`config.mk`:
```
export PLATFORM = sky130hd
export DESIGN_NAME = alu_ctrl_seq
export DESIGN_NICKNAME = d
export VERILOG_FILES = /design/src/rtl/alu_ctrl_pkg.sv /design/src/rtl/alu_op_decode.sv /design/src/rtl/alu_ctrl_seq.sv
export SDC_FILE = /design/constraint.sdc
export NUM_CORES = 1
export LEC_CHECK = 0
export ABC_AREA = 1
export CAP_MARGIN = 10
export CORE_ASPECT_RATIO = 1.2
export CORE_MARGIN = 4
export CORE_UTILIZATION = 42
export DETAILED_ROUTE_END_ITERATION = 12
export PLACE_DENSITY_LB_ADDON = 0.08
export SLEW_MARGIN = 0
export SYNTH_ARGS = -nofsm -noshare
export SYNTH_HDL_FRONTEND = slang
export SYNTH_HIERARCHICAL = 1
export SYNTH_SLANG_ARGS = --single-unit
```
`constraint.sdc`:
```
create_clock -name clk -period 1.3 [get_ports clk]
set_input_delay 0.26 -clock clk [delete_from_list [all_inputs] [get_ports clk]]
set_output_delay 0.26 -clock clk [all_outputs]
set_load 0.02 [all_outputs]
```
`src/rtl/alu_ctrl_pkg.sv`:
```
// Shared encodings for the RV32 ALU control unit and its mul/div sequencer.
package alu_ctrl_pkg;

    localparam int ALU_CODE_W = 4;

    typedef enum logic [ALU_CODE_W-1:0] {
        ALU_ADD   = 4'd0,
        ALU_SUB   = 4'd1,
        ALU_AND   = 4'd2,
        ALU_OR    = 4'd3,
        ALU_XOR   = 4'd4,
        ALU_SLT   = 4'd5,
        ALU_SLL   = 4'd6,
        ALU_SRL   = 4'd7,
        ALU_SRA   = 4'd8,
        ALU_SLTU  = 4'd9,
        ALU_PASSB = 4'd10
    } alu_op_t;

    localparam logic [1:0] ALUOP_ADD   = 2'b00;
    localparam logic [1:0] ALUOP_SUB   = 2'b01;
    localparam logic [1:0] ALUOP_FUNCT = 2'b10;
    localparam logic [1:0] ALUOP_PASSB = 2'b11;

    localparam logic [6:0] FUNCT7_MEXT = 7'b0000001;

    typedef enum logic [1:0] {
        MD_IDLE = 2'd0,
        MD_BUSY = 2'd1,
        MD_DONE = 2'd2
    } md_state_t;

endpackage

```
`src/rtl/alu_op_decode.sv`:
```
// Purely combinational ALUOp/funct3/funct7 decode plus RV32M detection.
module alu_op_decode
    import alu_ctrl_pkg::*;
(
    input  logic       instr_valid,
    input  logic [1:0] alu_op,
    input  logic [2:0] funct3,
    input  logic [6:0] funct7,
    input  logic       op5,
    output alu_op_t    alu_code,
    output logic       is_md
);

    always_comb begin
        // NOTE: every output gets a default first so no path can infer a latch.
        alu_code = ALU_ADD;
        is_md    = instr_valid && (alu_op == ALUOP_FUNCT) && op5 && (funct7 == FUNCT7_MEXT);

        if (!is_md) begin
            case (alu_op)
                ALUOP_ADD:   alu_code = ALU_ADD;
                ALUOP_SUB:   alu_code = ALU_SUB;
                ALUOP_PASSB: alu_code = ALU_PASSB;
                default: begin
                    case (funct3)
                        3'b000:  alu_code = (op5 && funct7[5]) ? ALU_SUB : ALU_ADD;
                        3'b001:  alu_code = ALU_SLL;
                        3'b010:  alu_code = ALU_SLT;
                        3'b011:  alu_code = ALU_SLTU;
                        3'b100:  alu_code = ALU_XOR;
                        // Shift-immediates carry funct7[5] too, so op5 is not consulted here.
                        3'b101:  alu_code = funct7[5] ? ALU_SRA : ALU_SRL;
                        3'b110:  alu_code = ALU_OR;
                        default: alu_code = ALU_AND;
                    endcase
                end
            endcase
        end
    end

endmodule

```
`src/rtl/alu_ctrl_seq.sv`:
```
// ALU control decode plus the multi-cycle sequencer that launches and tracks the mul/div unit.
module alu_ctrl_seq
    import alu_ctrl_pkg::*;
#(
    parameter int ALUCTRL_W  = 4,
    parameter int MUL_CYCLES = 2,
    parameter int DIV_CYCLES = 32,
    parameter int CNT_W      = 8
) (
    input  logic                 clk,
    input  logic                 rst_n,
    input  logic                 instr_valid,
    input  logic                 flush,
    input  logic [1:0]           alu_op,
    input  logic [2:0]           funct3,
    input  logic [6:0]           funct7,
    input  logic                 op5,
    output logic [ALUCTRL_W-1:0] alu_ctrl,
    output logic [2:0]           mem_ctrl,
    output logic                 md_start,
    output logic [2:0]           md_op,
    output logic                 md_busy,
    output logic                 md_done,
    output logic                 md_abort,
    output logic                 stall
);

    localparam logic [CNT_W-1:0] MUL_LOAD = CNT_W'(MUL_CYCLES - 1);
    localparam logic [CNT_W-1:0] DIV_LOAD = CNT_W'(DIV_CYCLES - 1);

    alu_op_t    alu_code;
    logic       is_md;
    logic       start;
    md_state_t  state;
    logic [CNT_W-1:0] cnt;

    alu_op_decode u_decode (
        .instr_valid (instr_valid),
        .alu_op      (alu_op),
        .funct3      (funct3),
        .funct7      (funct7),
        .op5         (op5),
        .alu_code    (alu_code),
        .is_md       (is_md)
    );

    assign alu_ctrl = ALUCTRL_W'(alu_code);
    assign mem_ctrl = funct3;

    // Start is gated by rst_n so an M op held on the inputs cannot pulse md_start during reset.
    assign start    = rst_n && (state == MD_IDLE) && is_md && !flush;
    assign md_start = start;
    assign stall    = start || (state == MD_BUSY);
    assign md_busy  = (state != MD_IDLE);
    assign md_done  = (state == MD_DONE);

    always_ff @(posedge clk or negedge rst_n) begin
        if (!rst_n) begin
            state    <= MD_IDLE;
            cnt      <= '0;
            md_op    <= '0;
            md_abort <= 1'b0;
        end else begin
            // NOTE: non-blocking assignments keep every register update on the same edge snapshot.
            md_abort <= 1'b0;
            case (state)
                MD_IDLE: begin
                    if (start) begin
                        state <= MD_BUSY;
                        md_op <= funct3;
                        cnt   <= funct3[2] ? DIV_LOAD : MUL_LOAD;
                    end
                end
                MD_BUSY: begin
                    if (flush) begin
                        state    <= MD_IDLE;
                        md_abort <= 1'b1;
                    end else if (cnt == '0) begin
                        state <= MD_DONE;
                    end else begin
                        cnt <= cnt - CNT_W'(1);
                    end
                end
                // The result is already valid in DONE, so a flush here needs no special handling.
                default: state <= MD_IDLE;
            endcase
        end
    end

endmodule

```
==> run metrics <==
Synth Area in Compound Gates roughly 6.8%; power spent charging and discharging nets about 0.0003 W; Filler Cell Count 152; layout net count 251; total global routing track utilization 22.7%; wire length of the first global-routing pass 5860 um; Worst Clk Skew 0.00302 ns; number of antenna violations at the first check in global routing 0; post-synthesis mux area share 0%; timing-limited maximum frequency 0.684 GHz; crit end category output pin; clock net sink count 14; Post-Synth XOR/XNOR Area 0%; via count of the first global-routing pass 1378; cell total after placement 250; slowest cell delay on critical path 0.41 ns; critical path's slowest cell dfrtp_1; TritonCTS Buffers 3; reported leakage power 0.986 nW; switching fraction of total power 28.6%; Area contributors post-synth dfrtp_1 (33%), nand2_1 (20%), nand3_1 (8.6%), inv_1 (8.6%), nor2_1 (7.1%); Syn. warnings 6; internal power summed over all cells 0.000729 W; required time of the worst setup path 1.04 ns; fin crit period 1.46 ns; number of distinct library cell variants in the gate-level netlist after synthesis 22; Final Cycle Share 113%; worst setup slack before clock tree synthesis -0.957 ns; status finished with violations; number of port buffers 31; routability cong. about 0.8; start-to-end type of the worst setup path reg -> out; synthesized-area fraction occupied by and/or/nand/nor cells 45.4%; Starting Density 45.1%; pin count of the biggest net entering global routing 15; number of endpoints failing setup at the final stage 17; TritonCTS clock tree built; Logic pwr share ~25%; Post-Synthesis Cells 166; clock transition at the register clock pins on the worst setup and hold paths after CTS 0.10 ns; io pins 32; ratio of cells with drive above 1 in the final layout 51.7%; number of hold buffers added after cts 0; number of antenna diodes 0; relative area change from synthesis to final layout 81.8%; routed len/inst 15.0 um; die area 3370 um^2; GRT overflow 0; synthesized area per cell 6.33 um^2; net count of the mapped netlist 184; Tightest Hold Check Type in -> async; DR pass1 iterations 4; remaining antenna violation count 0; synthesized cell area 1050 um^2; setup ws final -0.163 ns; Clock Root Buffer clkbuf_4; area share of the leading cell type in the synthesized netlist between 30% and 40%; max_slew headroom roughly four fifths; element type at the critical path start flop; Chip Height 62.8 um; largest area contributor in the netlist dfrtp_1; utilization after layout 82.0%; number of max-cap violations 0; number of H-tree levels 1; post-placement cell area 1570 um^2; Die Span X 53.7 um; Detailed Route Iter0 Violations between 40 and 50; setup repair after global routing missed its margin yes; count of state elements after synthesis 14; remaining design rule violation count 0; IR drop worst, VDD 0.487 mV; Core Footprint 2330 um^2; data arrival time of the critical path 1.20 ns; Layout Cells excl Fill 263; clock power share between 30% and 40%; Vias ~1400; crit-path cells buf_4, buf_6, nand2_4, nand2_2, buf_6; buffer levels on the longest clock path 2; share of synthesized area occupied by flip-flops and latches 33.3%; largest family of logic cells by synthesized area simple AND/OR/NAND/NOR gates; number of standard-cell rows in the floorplan 19; clock insertion delay at the later pin of the skew report 0.28 ns; leading cell type in the layout, fill and taps excluded nand2_1; commonest cells after routing, fill and taps aside nand2_1 (44), buf_4 (28), buf_6 (22), inv_1 (13), dfrtp_1 (13); Final Hold Vio Count 0; failing checks negative setup slack; Post-DP HPWL 2420 um; actual slew at the worst max-slew pin around 0.28 ns; pwr dens around 530 nW/um^2; design area around 1900 um^2; max-slew violation count 0; vias per inst 5.35; Top cell by count, worst path buf_6; wire length reported by the detailed router 3950 um; sequential fraction of design power 43.3%; Adder-Cell Fraction of Synth Area under 10%; maximum net fanout on the critical path 3; overall power 0.00102 W
per-layer routing:
layer  up-vias  share of wire, %  GRT usage, %  routed length, um
met5         -                 0             0                  0
met4         0               4.5          13.1                176
met3        20               5.1          3.58                201
met2        65                56          39.7               2210
met1       673                34          24.1               1350
li1        650                 -             -                  -
final timing paths:
path	start	endpoint	slack [ns]	cells past startpoint
max	state[0]$_DFFE_PN0P_	stall	-0.16	5
max reg2reg	state[0]$_DFFE_PN0P_	cnt[7]$_DFFE_PN0P_	-0.14	10
min in group clk	funct3[1]	md_op[1]$_DFFE_PN0P_	0.35	4
min	rst_n	cnt[5]$_DFFE_PN0P_	0.14	2
max in group asynchronous	rst_n	cnt[3]$_DFFE_PN0P_	0.98	2
min reg2reg	md_op[2]$_DFFE_PN0P_	md_op[2]$_DFFE_PN0P_	0.49	2
power groups by stage:
| stage | clock (W) | sequential, W | combinational [W] |
|---|---|---|---|
| finish | 0.000326 | 0.000442 | 0.000253 |
| global placement | 0 | 0.000450 | 0.000202 |
| floorplan | 0 | 0.000450 | 0.0000855 |
| CTS | 0.000335 | 0.000441 | 0.000223 |
| detailed placement | 0 | 0.000450 | 0.000208 |
| global route | 0.000351 | 0.000442 | 0.000271 |
stage by stage:
stage / hold WS (ns) / setup TNS [ns]
after global placement: 0.463 / -13.55
after global routing: 0.150 / -2.64
after floorplan: -0.0356 / -0.0432
after CTS: 0.124 / -0.866
after detailed placement: 0.477 / -14.21
final: 0.137 / -1.43
state kept, by name, summed over array words and instances, names as in the netlist:
register  count
md_op         3
cnt           8
md_abort      1
state         2
logic make-up (layout without fill, tap and decap cells):
kind of cell / after synthesis / count (layout)
simple gates: 107 / 107
buf+inv: 32 / 97
flops: 14 / 14
compound gates: 12 / 13
fa+ha+maj: 1 / 1
cells in the mapped netlist (all sizes together):
| cell type | number |
|---|---|
| clkinv | 1 |
| nand2 | 58 |
| nor2 | 22 |
| nor3 | 2 |
| a21oi | 1 |
| dfrtp | 14 |
| nand4 | 2 |
| nand3 | 20 |
| inv | 27 |
| o21ai | 11 |
| ha | 1 |
| nor3b | 2 |
| buf | 4 |
| or2 | 1 |
worst max-delay path: cells and delay by family, from the launching register on:
| family | cells | cell delay, ns |
|---|---|---|
| flops | 1 | 0.41 |
| simple gates | 2 | 0.13 |
| buf+inv | 3 | 0.39 |
repair_timing:
item,in CTS,in global routing
buffers inserted,5,5
gates cloned,1,0
pin swaps,27,26
gates resized for setup,164,33
endpoints found under the setup margin,27,18
hold endpoints to repair,0,0
layout make-up:
cell class                 instances  area (um^2)  area share (%)
multi-input combinational        121          786            41.1
timing repair buffer              65          578            30.3
sequential                        14          352            18.4
inverter                          28          120            6.29
tap                               31         38.8            2.03
clock buffer                       4         36.3            1.90
Note: power is estimated with default switching activity, not from simulation.
